**src/rtl/ram8x8_bist_if.sv**
```systemverilog
// RAM port bundle between the March C- BIST controller and the register-file RAM.
// master: drives write data, address and write enable; samples read data.
// slave: RAM side; returns read data combinationally from ram_addr.
interface ram8x8_bist_if #(
  parameter int ADDR_W = 3,
  parameter int DATA_W = 8
);
  logic [DATA_W-1:0] ram_d;
  logic [ADDR_W-1:0] ram_addr;
  logic              ram_we;
  logic [DATA_W-1:0] ram_q;

  modport master (output ram_d, output ram_addr, output ram_we, input ram_q);
  modport slave  (input ram_d, input ram_addr, input ram_we, output ram_q);
endinterface

```
**src/rtl/ram8x8_bist.sv**
```systemverilog
// March C- BIST controller for the 8x8 register-file RAM; one march operation per cycle.
// Ports: clk/rst_n, start (level run request, taken in IDLE), busy/done/pass status,
// err_cnt/fail_addr/fail_elem diagnostics, ram (master side of the RAM port).
module ram8x8_bist #(
  parameter int ADDR_W = 3,
  parameter int DATA_W = 8,
  parameter int ERR_W  = 4
) (
  input  logic              clk,
  input  logic              rst_n,
  input  logic              start,
  output logic              busy,
  output logic              done,
  output logic              pass,
  output logic [ERR_W-1:0]  err_cnt,
  output logic [ADDR_W-1:0] fail_addr,
  output logic [2:0]        fail_elem,
  ram8x8_bist_if.master     ram
);

  typedef enum logic [1:0] {IDLE, RUN, DONE} state_t;

  localparam logic [ADDR_W-1:0] ADDR_MAX = '1;
  localparam logic [ERR_W-1:0]  ERR_MAX  = '1;

  state_t      state;
  logic [2:0]  elem;   // current march element 0..5
  logic        phase;  // 0: read slot, 1: write slot of a two-operation element

  logic              is_down;
  logic              two_op;
  logic [ADDR_W-1:0] last_addr;
  logic              rd_mismatch;
  logic              last_op;
  logic [2:0]        nxt_elem;
  logic              nxt_phase;
  logic [ADDR_W-1:0] nxt_addr;
  logic              nxt_we;
  logic              nxt_bg;
  logic              nxt_one_bg;
  logic [ERR_W-1:0]  err_nxt;

  always_comb begin
    is_down   = (elem == 3'd3) || (elem == 3'd4);
    two_op    = (elem != 3'd0) && (elem != 3'd5);
    last_addr = is_down ? '0 : ADDR_MAX;
    // During a read, ram_d carries the expected value, so it doubles as the reference.
    rd_mismatch = !ram.ram_we && (ram.ram_q != ram.ram_d);
    last_op     = (elem == 3'd5) && (ram.ram_addr == ADDR_MAX);
    err_nxt     = (rd_mismatch && (err_cnt != ERR_MAX)) ? err_cnt + 1'b1 : err_cnt;

    nxt_elem  = elem;
    nxt_phase = 1'b0;
    nxt_addr  = ram.ram_addr;
    if (two_op && !phase) begin
      nxt_phase = 1'b1;
    end else if (ram.ram_addr == last_addr) begin
      nxt_elem = elem + 3'd1;
      nxt_addr = ((nxt_elem == 3'd3) || (nxt_elem == 3'd4)) ? ADDR_MAX : '0;
    end else begin
      nxt_addr = is_down ? ram.ram_addr - 1'b1 : ram.ram_addr + 1'b1;
    end

    // Elements 2 and 4 read the all-ones background and write zeros back;
    // elements 1 and 3 do the opposite. Element 0 only writes 0, element 5 only reads 0.
    nxt_one_bg = (nxt_elem == 3'd2) || (nxt_elem == 3'd4);
    if (nxt_elem == 3'd0) begin
      nxt_we = 1'b1;
      nxt_bg = 1'b0;
    end else if (nxt_elem == 3'd5) begin
      nxt_we = 1'b0;
      nxt_bg = 1'b0;
    end else begin
      nxt_we = nxt_phase;
      nxt_bg = nxt_phase ? !nxt_one_bg : nxt_one_bg;
    end
  end

  always_ff @(posedge clk or negedge rst_n) begin
    if (!rst_n) begin
      state        <= IDLE;
      elem         <= 3'd0;
      phase        <= 1'b0;
      busy         <= 1'b0;
      done         <= 1'b0;
      pass         <= 1'b0;
      err_cnt      <= '0;
      fail_addr    <= '0;
      fail_elem    <= 3'd0;
      ram.ram_d    <= '0;
      ram.ram_addr <= '0;
      ram.ram_we   <= 1'b0;
    end else begin
      case (state)
        IDLE: begin
          done <= 1'b0;
          if (start) begin
            state        <= RUN;
            busy         <= 1'b1;
            pass         <= 1'b0;
            err_cnt      <= '0;
            fail_addr    <= '0;
            fail_elem    <= 3'd0;
            elem         <= 3'd0;
            phase        <= 1'b0;
            ram.ram_addr <= '0;
            ram.ram_we   <= 1'b1;
            ram.ram_d    <= '0;
          end
        end
        RUN: begin
          err_cnt <= err_nxt;
          // err_cnt never wraps, so zero means no mismatch seen yet in this run.
          if (rd_mismatch && (err_cnt == '0)) begin
            fail_addr <= ram.ram_addr;
            fail_elem <= elem;
          end
          if (last_op) begin
            state        <= DONE;
            busy         <= 1'b0;
            done         <= 1'b1;
            pass         <= (err_nxt == '0);
            ram.ram_we   <= 1'b0;
            ram.ram_d    <= '0;
            ram.ram_addr <= '0;
          end else begin
            elem         <= nxt_elem;
            phase        <= nxt_phase;
            ram.ram_addr <= nxt_addr;
            ram.ram_we   <= nxt_we;
            ram.ram_d    <= {DATA_W{nxt_bg}};
          end
        end
        DONE: begin
          done  <= 1'b0;
          state <= IDLE;
        end
        default: state <= IDLE;
      endcase
    end
  end

endmodule

```
**src/flat_wrapper.sv**
```systemverilog
// flat-port wrapper written by rule: the top's interface ports become plain ports
module ram8x8_bist_flat 
#(
  parameter int ADDR_W = 3,
  parameter int DATA_W = 8,
  parameter int ERR_W  = 4
)
  (clk, rst_n, start, busy, done, pass, err_cnt, fail_addr, fail_elem, ram_ram_d, ram_ram_addr, ram_ram_we, ram_ram_q);
  ram8x8_bist_if #(.ADDR_W(ADDR_W), .DATA_W(DATA_W)) ram_i ();
  input  logic clk;
  input  logic rst_n;
  input  logic start;
  output logic busy;
  output logic done;
  output logic pass;
  output logic [ERR_W-1:0] err_cnt;
  output logic [ADDR_W-1:0] fail_addr;
  output logic [2:0] fail_elem;
  output wire logic [$bits(ram_i.ram_d)-1:0] ram_ram_d;
  output wire logic [$bits(ram_i.ram_addr)-1:0] ram_ram_addr;
  output wire logic [$bits(ram_i.ram_we)-1:0] ram_ram_we;
  input wire logic [$bits(ram_i.ram_q)-1:0] ram_ram_q;
  assign ram_ram_d = ram_i.ram_d;
  assign ram_ram_addr = ram_i.ram_addr;
  assign ram_ram_we = ram_i.ram_we;
  assign ram_i.ram_q = ram_ram_q;
  ram8x8_bist #(.ADDR_W(ADDR_W), .DATA_W(DATA_W), .ERR_W(ERR_W)) u_core (.clk(clk), .rst_n(rst_n), .start(start), .busy(busy), .done(done), .pass(pass), .err_cnt(err_cnt), .fail_addr(fail_addr), .fail_elem(fail_elem), .ram(ram_i));
endmodule
```
**config.mk**
```make
export PLATFORM = sky130hd
export DESIGN_NAME = ram8x8_bist_flat
export DESIGN_NICKNAME = d
export VERILOG_FILES = /design/src/rtl/ram8x8_bist_if.sv /design/src/rtl/ram8x8_bist.sv /design/src/flat_wrapper.sv
export SDC_FILE = /design/constraint.sdc
export NUM_CORES = 1
export LEC_CHECK = 0
export CORE_ASPECT_RATIO = 0.8
export CORE_UTILIZATION = 54
export DETAILED_ROUTE_END_ITERATION = 16
export PLACE_DENSITY = 0.85
export SYNTH_ARGS = -nofsm -noshare
export SYNTH_HDL_FRONTEND = slang
export SYNTH_SLANG_ARGS = --single-unit
```
**constraint.sdc**
```tcl
create_clock -name clk -period 5.1 [get_ports clk]
set_input_delay 1.02 -clock clk [delete_from_list [all_inputs] [get_ports clk]]
set_output_delay 1.02 -clock clk [all_outputs]
set_load 0.03 [all_outputs]
```
==> results_dict.tcl, run 1 <==
set metrics [dict create \
    ir_drop_uv 436 \
    antennaDiodeCount 0 \
    ioPinCount 36 \
    setup_viol 0 \
    layout_worst_path_cycle_share_pct 54.9 \
    end_kind "flop" \
    first_global_vias 1253 \
    cts_tree "done" \
    grt-ovfl-total 0 \
    hold_class "reg -> reg" \
    portBuffers 35 \
    insertion_delay_ns 0.31 \
    clock_sinks 24 \
    place_area_um2 1890 \
    crit_family "simple AND/OR/NAND/NOR gates" \
    hold_end "u_core.done" \
    hp-start "u_core.done" \
    worst_slew_pin_slew_ns 1.06 \
    drt-wirelength-per-cell_um 15.1 \
    maxCapViolCount 0 \
    grt_max_degree 25 \
    rsz0062_at_grt "no" \
    dp_hpwl_um 2640 \
    p_per_area_nw_per_um2 673 \
    first_iter_violations 43 \
    min_path_cells 2 \
    dr_total_vias 1354 \
    final_common_cell "clkdlybuf4s50_1" \
    viasPerCell 5.79 \
    htree_levels 1 \
    setup_slack_ns 2.30 \
    synthToLayoutAreaGrowth_pct 21.8 \
    row_count 17 \
    initial_core_util_pct 56.7 \
    fin_crit_ns 2.80 \
    slew_headroom_pct 28.9 \
    postCtsSetupBuffers 0 \
    path_max_fanout 6 \
    clock-root-buffer "clkbuf_4" \
    arrival_ns 3.01 \
    routabilityCongestion 0.936 \
    async_flop_share_pct 100 \
    final_antenna_net_count 0 \
    power_leakage_nw 0.869 \
    fin_nets 217 \
    drt_pass1_iterations 4 \
    fill_cells 218 \
    r2r_slack_ns 2.44 \
    slew_viol_final 0 \
    numCtsBuffers 3 \
    fp.dieW_um 62.2 \
    fin_area_um2 1910 \
    path_clk_slew_ns 0.13 \
    routed_wl_um 3530 \
    critical_path.cell_chain "clkdlybuf4s50_1 > nand4_1 > or3_1 > nand2_1 > nor4b_2 > o21ai_2 > mux2_2" \
    grt_pass1_wl_um 5750 \
    synth_ff_type "dfrtp_1" \
    synth-edff-count 0 \
    die_area_um2 3120 \
    timing.rr.start "u_core.elem[0]" \
    max_stage_delay_ns 0.49 \
    r2r-end "u_core.ram.ram_d[6]" \
    max_freq_ghz 0.357 \
    ys_seq_area_share_pct 38.3 \
    postSynthAreaPerCell_um2 9.33 \
    pre_cts_slack_ns 1.97 \
    cts_resized 0 \
    synth_fp_nets 187 \
    crit_path_top_delay_cell "clkdlybuf4s50_1" \
    track_usage_pct 23.7 \
    path_depth 7 \
    outcome "completed" \
    final.setup_skew_ns 0.00276 \
    cts_hold_buf 0 \
    synth_cells 168 \
    setup_tns_ns 0 \
    clk_path_buf_depth 2 \
    rr_worst_depth 9 \
    core_um2 2770 \
    ys_types 46 \
    antenna_found_initial 0 \
    path_class "in -> reg" \
    hold_violations 0 \
    drive_above_1_share_pct 9.18 \
    ys_seq_elements 24 \
    ys_warn_count 0 \
    cp.required_ns 5.31 \
    drc 0 \
    start_kind "input port" \
    crit_buf_inv 1 \
    die_h_um 50.2 \
    netlist_area_um2 1570 \
    most-common-layout-cells "clkdlybuf4s50_1 (35), nand2_1 (28), dfrtp_1 (24), inv_1 (16), o21ai_0 (9)" \
]
-- registers in the layout (all words and copies together), names as in the netlist --
register	count
u_core.phase	1
u_core.state	2
u_core.ram.ram_we	1
u_core.elem	3
u_core.pass	1
u_core.fail_elem	3
u_core.busy	1
u_core.done	1
u_core.err_cnt	4
u_core.ram.ram_addr	3
u_core.fail_addr	3
u_core.ram.ram_d	1
-- final cells by class --
class,count,area [um^2],share of cell area (%)
sequential,24,601,31.5
clock buffer,3,22.5,1.18
timing repair buffer,35,350,18.3
multi-input combinational,118,828,43.4
tap,38,47.5,2.49
inverter,16,60.1,3.15
-- power by group --
group | internal (mW) | leakage, nW | switching [mW] | total [mW]
Sequential | 0.262 | 0.301 | 0.0985 | 0.361
Clock | 0.0276 | 0.0138 | 0.0547 | 0.0823
Combinational | 0.365 | 0.553 | 0.476 | 0.842
Total | 0.655 | 0.869 | 0.630 | 1.29
-- how the worst max path moves through the flow --
stage | startpoint | endpoint | slack, ns
floorplan | ram_ram_q[5] | u_core.fail_addr[1] | 2.61
global placement | ram_ram_q[5] | u_core.fail_addr[1] | 2.05
detailed placement | ram_ram_q[5] | u_core.fail_addr[1] | 1.97
CTS | ram_ram_q[5] | u_core.fail_addr[1] | 2.31
global route | ram_ram_q[5] | u_core.fail_addr[1] | 2.24
finish | ram_ram_q[5] | u_core.fail_addr[1] | 2.30
-- logic make-up after synthesis --
logic type | Yosys count | synth area share (%)
simple gates | 60 | 19.0
compound gates | 39 | 18.6
buf+inv | 26 | 8.86
flops | 24 | 38.3
mux | 8 | 6.22
fa+ha+maj | 8 | 6.86
xor+xnor | 3 | 2.16
-- synthesized netlist by cell type (5+ instances only) --
master	count	share of area (%)
a22o_1	5	2.8
a31oi_1	7	2.8
buf_4	7	3.4
dfrtp_1	24	38
ha_1	7	5.6
inv_1	16	3.8
mux2i_1	5	3.2
nand2_1	28	6.7
nand3_1	5	1.6
nor2_1	6	1.4
nor3_1	5	1.6
o21ai_0	9	2.9
-- metrics by stage --
| stage | total power [mW] | hold slack [ns] | utilization [%] | std cells |
|---|---|---|---|---|
| global placement | 1.17 | 0.460 | 68.2 | 231 |
| global route | 1.36 | 0.553 | 69.0 | 234 |
| CTS | 1.28 | 0.498 | 69.0 | 234 |
| finish | 1.29 | 0.493 | 69.0 | 234 |
| detailed placement | 1.20 | 0.466 | 68.2 | 231 |
| floorplan | 0.971 | 0.485 | - | 168 |
-- worst reg2reg max path, cell delays in order (launching register included) --
cell and delay [ns]:
dfrtp_1 0.51, inv_1 0.19, ha_1 0.28, mux2i_4 0.24
inv_1 0.08, ha_1 0.34, nand2_1 0.32, o31a_1 0.17
a22oi_1 0.07, o311a_1 0.36
-- layer usage --
layer	part of all wire (%)	GRT usage, %
met1	44	29.4
met2	50	42.9
met3	4.4	3.41
met4	1.2	8.14
met5	0	0
Note: power is estimated with default switching activity, not from simulation.
==> inputs of run 2 (changes only) <==
--- a/config.mk
+++ b/config.mk
@@ -6,9 +6,9 @@
 export NUM_CORES = 1
 export LEC_CHECK = 0
 export CORE_ASPECT_RATIO = 0.8
-export CORE_UTILIZATION = 54
+export CORE_UTILIZATION = 45
 export DETAILED_ROUTE_END_ITERATION = 16
-export PLACE_DENSITY = 0.85
+export PLACE_DENSITY = 0.76
 export SYNTH_ARGS = -nofsm -noshare
 export SYNTH_HDL_FRONTEND = slang
 export SYNTH_SLANG_ARGS = --single-unit
==> constraint.sdc (replaced) <==
create_clock -name clk -period 2.2 [get_ports clk]
set_input_delay 0.44 -clock clk [delete_from_list [all_inputs] [get_ports clk]]
set_output_delay 0.44 -clock clk [all_outputs]
set_load 0.03 [all_outputs]
==> run 2 against run 1 <==
Wire length is 8.9% higher; sequential power is 120% higher; setup slack worse by 2.2 ns; die area is 19% higher; design area is 13% higher; critical path type is now reg -> reg; largest power group unchanged.
==> results_dict.tcl, run 2 (synthesis gave the netlist of run 1 again) <==
set metrics [dict create \
    grt_use_met2_pct 36.9 \
    hold_violations 0 \
    setup_tns_ns 0 \
    largest_reg_flops 4 \
    use_met1_pct 27.8 \
    drc 0 \
    timing.rr.start "u_core.elem[1]" \
    dr_total_vias 1455 \
    fill_cells 246 \
    most-common-layout-cells "clkdlybuf4s50_1 (35), nand2_1 (27), dfrtp_1 (24), buf_4 (20), inv_1 (15)" \
    initial_core_util_pct 49.0 \
    grt_pass1_wl_um 5950 \
    die_area_um2 3730 \
    drt_pass1_iterations 4 \
    clock_sinks 24 \
    final.setup_skew_ns 0.00552 \
    viasPerCell 5.66 \
    ir_drop_uv 1090 \
    p_per_area_nw_per_um2 1620 \
    layout_worst_path_cycle_share_pct 93.5 \
    outcome "completed" \
    hp-start "u_core.busy" \
    row_count 18 \
    top_register "u_core.err_cnt" \
    rsz0062_at_grt "no" \
    first_global_vias 1316 \
    top_usage_layer "met2" \
    track_usage_pct 22.5 \
    dp_hpwl_um 2850 \
    pre_cts_slack_ns -0.0960 \
    routed_wl_um 3840 \
    fp.dieW_um 68.0 \
    cp.required_ns 2.36 \
    start_kind "flop" \
    ioPinCount 36 \
    place_area_um2 2040 \
    path_clk_slew_ns 0.08 \
    insertion_delay_ns 0.27 \
    power_leakage_nw 0.987 \
    setup_viol 0 \
    worst_slew_pin_slew_ns 0.429 \
    final_common_cell "clkdlybuf4s50_1" \
    placed_cells 253 \
    clk_path_buf_depth 2 \
    final_antenna_net_count 0 \
    clock-root-buffer "clkbuf_8" \
    drt-wirelength-per-cell_um 14.9 \
    antenna_found_initial 0 \
    fin_nets 237 \
    hold_class "reg -> reg" \
    grtUsageMet3_pct 6.88 \
    drive_above_1_share_pct 20.3 \
    cp-startpoint "u_core.elem[1]" \
    first_iter_violations 42 \
    grt-ovfl-total 0 \
    path_class "reg -> reg" \
    fin_crit_ns 2.06 \
    fin_area_um2 2150 \
    regArea_um2 601 \
    maxCapViolCount 0 \
    fin_cells 257 \
    die_h_um 54.8 \
    max_freq_ghz 0.486 \
    antennaDiodeCount 0 \
    end_kind "flop" \
    numCtsBuffers 3 \
    path_max_fanout 4 \
    whs_ns 0.488 \
    grt_max_degree 25 \
    core_um2 3200 \
    cts_hold_buf 0 \
    synthToLayoutAreaGrowth_pct 37.4 \
    arrival_ns 2.21 \
    setup_slack_ns 0.144 \
    cts_tree "done" \
    htree_levels 1 \
    slew_headroom_pct 71.1 \
    routabilityCongestion 0.852 \
    portBuffers 35 \
    slew_viol_final 0 \
    total_power_mw 3.50 \
    final_util_pct 67.4 \
    multi_input_area_um2 872 \
]
## run 2: cell types whose count changed in the layout (fill, tap and decap cells not counted), sizes merged
| cell | delta |
|---|---|
| buf | +20 |
| bufinv | +1 |
## run 2: worst paths after layout
check                                       to  slack, ns  cells after the start
max                        u_core.ram.ram_d[6]       0.14                      8
min                                u_core.busy       0.49                      2
max reg2reg                u_core.ram.ram_d[6]       0.14                      8
min reg2reg                        u_core.busy       0.49                      2
max in group asynchronous          u_core.pass       1.44                      2
min in group asynchronous  u_core.fail_elem[2]       0.51                      2
## run 2: where the power goes
| part | switching (mW) | internal [mW] | leakage, nW |
|---|---|---|---|
| sequential | 0.195 | 0.610 | 0.301 |
| clock | 0.143 | 0.244 | 0.0357 |
| combinational | 1.23 | 1.08 | 0.650 |
| total | 1.57 | 1.93 | 0.987 |
## run 2: worst max-delay path: stages (launching register included)
cell and delay [ns]:
dfrtp_1 0.41, inv_1 0.08, buf_4 0.14, ha_1 0.23, a211o_2 0.40, and4_4 0.21, xnor2_2 0.20, o2111ai_1 0.14
o311a_1 0.15
## run 2: final cells by class
| class | instances | share of cell area, % |
|---|---|---|
| Inverter | 16 | 2.79 |
| Clock inverter | 1 | 1.39 |
| Sequential cell | 24 | 27.9 |
| Tap cell | 40 | 2.32 |
| Multi-Input combinational cell | 118 | 40.5 |
| Clock buffer | 3 | 1.92 |
| Timing Repair Buffer | 55 | 23.2 |
## run 2: repair_timing
item	CTS	global route
endpoints found under the hold margin	0	0
endpoints found under the setup margin	0	6
gates resized for setup	0	8
buffers inserted	0	0
## run 2: layer usage
layer  vias to the layer above  routed length (um)
li1                        697                   -
met1                       702                1730
met2                        51                1820
met3                         5                 259
met4                         0                  35
met5                         -                   0
==> inputs of run 3 (changes only) <==
--- a/config.mk
+++ b/config.mk
@@ -6,6 +6,7 @@
 export NUM_CORES = 1
 export LEC_CHECK = 0
 export CORE_ASPECT_RATIO = 0.8
+export CORE_MARGIN = 10
 export CORE_UTILIZATION = 45
 export DETAILED_ROUTE_END_ITERATION = 16
 export PLACE_DENSITY = 0.76
==> run 3 against run 2 <==
Non-clock buffer count rose by 2; maximum frequency fell by 1.5%; sequential power fell by 3.0%; count of clock-buffer cells in the layout did not move; sequential share of layout area fell by 0.13 points; sequential cell count unchanged; wire length rose by 7.9%; clock power about the same; global-route usage fell by 9.6 points; critical endpoint unchanged.
==> results_dict.tcl, run 3 (synthesis gave the netlist of run 1 again) <==
set metrics [dict create \
    grt-ovfl-total 0 \
    crit_path_top_delay_cell "dfrtp_1" \
    numCtsBuffers 3 \
    htree_levels 1 \
    cts_hold_buf 0 \
    die_area_um2 6260 \
    core_um2 3400 \
    start_kind "flop" \
    routabilityCongestion 0.855 \
    power_leakage_nw 1.00 \
    path_class "reg -> reg" \
    end_kind "flop" \
    crit_top_cell "mux2i_4" \
    die_h_um 72.8 \
    critical_path.cell_chain "ha_1 > mux2i_4 > mux2i_4 > and4_4 > xnor2_2 > o2111ai_1 > o311a_1" \
    fin_crit_ns 2.09 \
    cts_tree "done" \
    postCtsSetupBuffers 0 \
    cp.required_ns 2.35 \
    ioPinCount 36 \
    portBuffers 35 \
    hp-start "u_core.done" \
    worst_slew_pin_slew_ns 0.488 \
    first_iter_violations 91 \
    initial_core_util_pct 46.1 \
    fp.dieW_um 86.0 \
    timing.rr.start "u_core.elem[1]" \
    grt_max_degree 25 \
    final.setup_skew_ns 0.0114 \
    fin_cells 261 \
    row_count 19 \
    antenna_found_initial 0 \
    insertion_delay_ns 0.27 \
    fill_cells 289 \
    setup_slack_ns 0.113 \
    placed_cells 257 \
    final_antenna_net_count 0 \
    drive_above_1_share_pct 21.0 \
    top_register "u_core.err_cnt" \
    largest_reg_flops 4 \
    viasPerCell 5.67 \
    grt_pass1_wl_um 6870 \
    slew_viol_final 0 \
    arrival_ns 2.23 \
    antennaDiodeCount 0 \
    first_global_vias 1475 \
    hold_class "reg -> reg" \
    cp-startpoint "u_core.elem[1]" \
    outcome "completed" \
    layout_worst_path_cycle_share_pct 94.9 \
    track_usage_pct 12.9 \
    setup_viol 0 \
    p_per_area_nw_per_um2 1630 \
    dp_hpwl_um 3240 \
    ir_drop_uv 951 \
    max_stage_delay_ns 0.43 \
    setup_tns_ns 0 \
    drc 0 \
    final_common_cell "clkdlybuf4s50_1" \
    routed_wl_um 4150 \
    drt-wirelength-per-cell_um 15.9 \
    crit_family "multiplexers" \
    path_clk_slew_ns 0.08 \
    dr_total_vias 1480 \
    synthToLayoutAreaGrowth_pct 38.1 \
    fin_nets 239 \
    crit_buf_inv 0 \
    path_max_fanout 4 \
    drt_pass1_iterations 4 \
    max_freq_ghz 0.479 \
    slew_headroom_pct 67.4 \
    clock_sinks 24 \
    maxCapViolCount 0 \
    clk_path_buf_depth 2 \
    most-common-layout-cells "clkdlybuf4s50_1 (35), nand2_1 (27), dfrtp_1 (24), buf_4 (22), inv_1 (15)" \
    hold_violations 0 \
    pre_cts_slack_ns -0.0485 \
    total_power_mw 3.53 \
    clock-root-buffer "clkbuf_8" \
]
## run 3: cell count changes in the layout (fill, tap and decap cells not counted), sizes merged
cell | before | now
buf | 20 | 22
## run 3: layer usage
metal,global-route usage [%],up-vias,part of all wire (%)
met5,0,-,0
li1,-,698,-
met2,21.8,55,48
met3,2.46,8,6.7
met1,16.3,719,44
met4,4.01,0,1.7
## run 3: path summary, 6_finish.rpt
path | slack [ns] | cells after the start | end
setup / recovery | 0.11 | 7 | u_core.ram.ram_d[6]
hold / removal | 0.48 | 2 | u_core.done
setup reg to reg | 0.11 | 7 | u_core.ram.ram_d[6]
hold reg to reg | 0.48 | 2 | u_core.done
max in group asynchronous | 1.44 | 2 | u_core.ram.ram_we
min in group asynchronous | 0.52 | 2 | u_core.err_cnt[0]
## run 3: area by class of cell
class                   instances  area [um^2]  area share [%]
clock buffers                   3         41.3            1.91
clock inverters                 1         30.0            1.39
inverters                      16         60.1            2.77
multi-input cells             118          865            39.9
flip-flops and latches         24          601            27.7
well taps                      42         52.6            2.43
repair buffers                 57          515            23.8
## run 3: report_power, final
| part | total [mW] | switching (mW) | leakage [nW] | internal [mW] |
|---|---|---|---|---|
| clock network | 0.387 | 0.144 | 0.0357 | 0.243 |
| logic | 2.36 | 1.26 | 0.664 | 1.09 |
| registers | 0.780 | 0.170 | 0.301 | 0.610 |
## run 3: metrics by stage
step	hold WS [ns]	cell area, um^2	utilization, %
5_1_grt	0.546	2160	63.7
4_1_cts	0.488	2130	62.7
3_5_place_dp	0.470	2060	60.5
3_3_place_gp	0.474	2060	60.5
2_1_floorplan	0.144	1570	-
6_report	0.483	2160	63.7
## run 3: worst register-to-register path, cell delays in order, from the launching register on
cell and delay (ns):
dfrtp_1 0.43, ha_1 0.26, mux2i_4 0.26, mux2i_4 0.34, and4_4 0.27, xnor2_2 0.14, o2111ai_1 0.14, o311a_1 0.14
## run 3: timing repair
action / CTS / global route
resized for setup: 1 / 6
setup endpoints to repair: 1 / 3
pin swaps: 0 / 1
endpoints found under the hold margin: 0 / 0
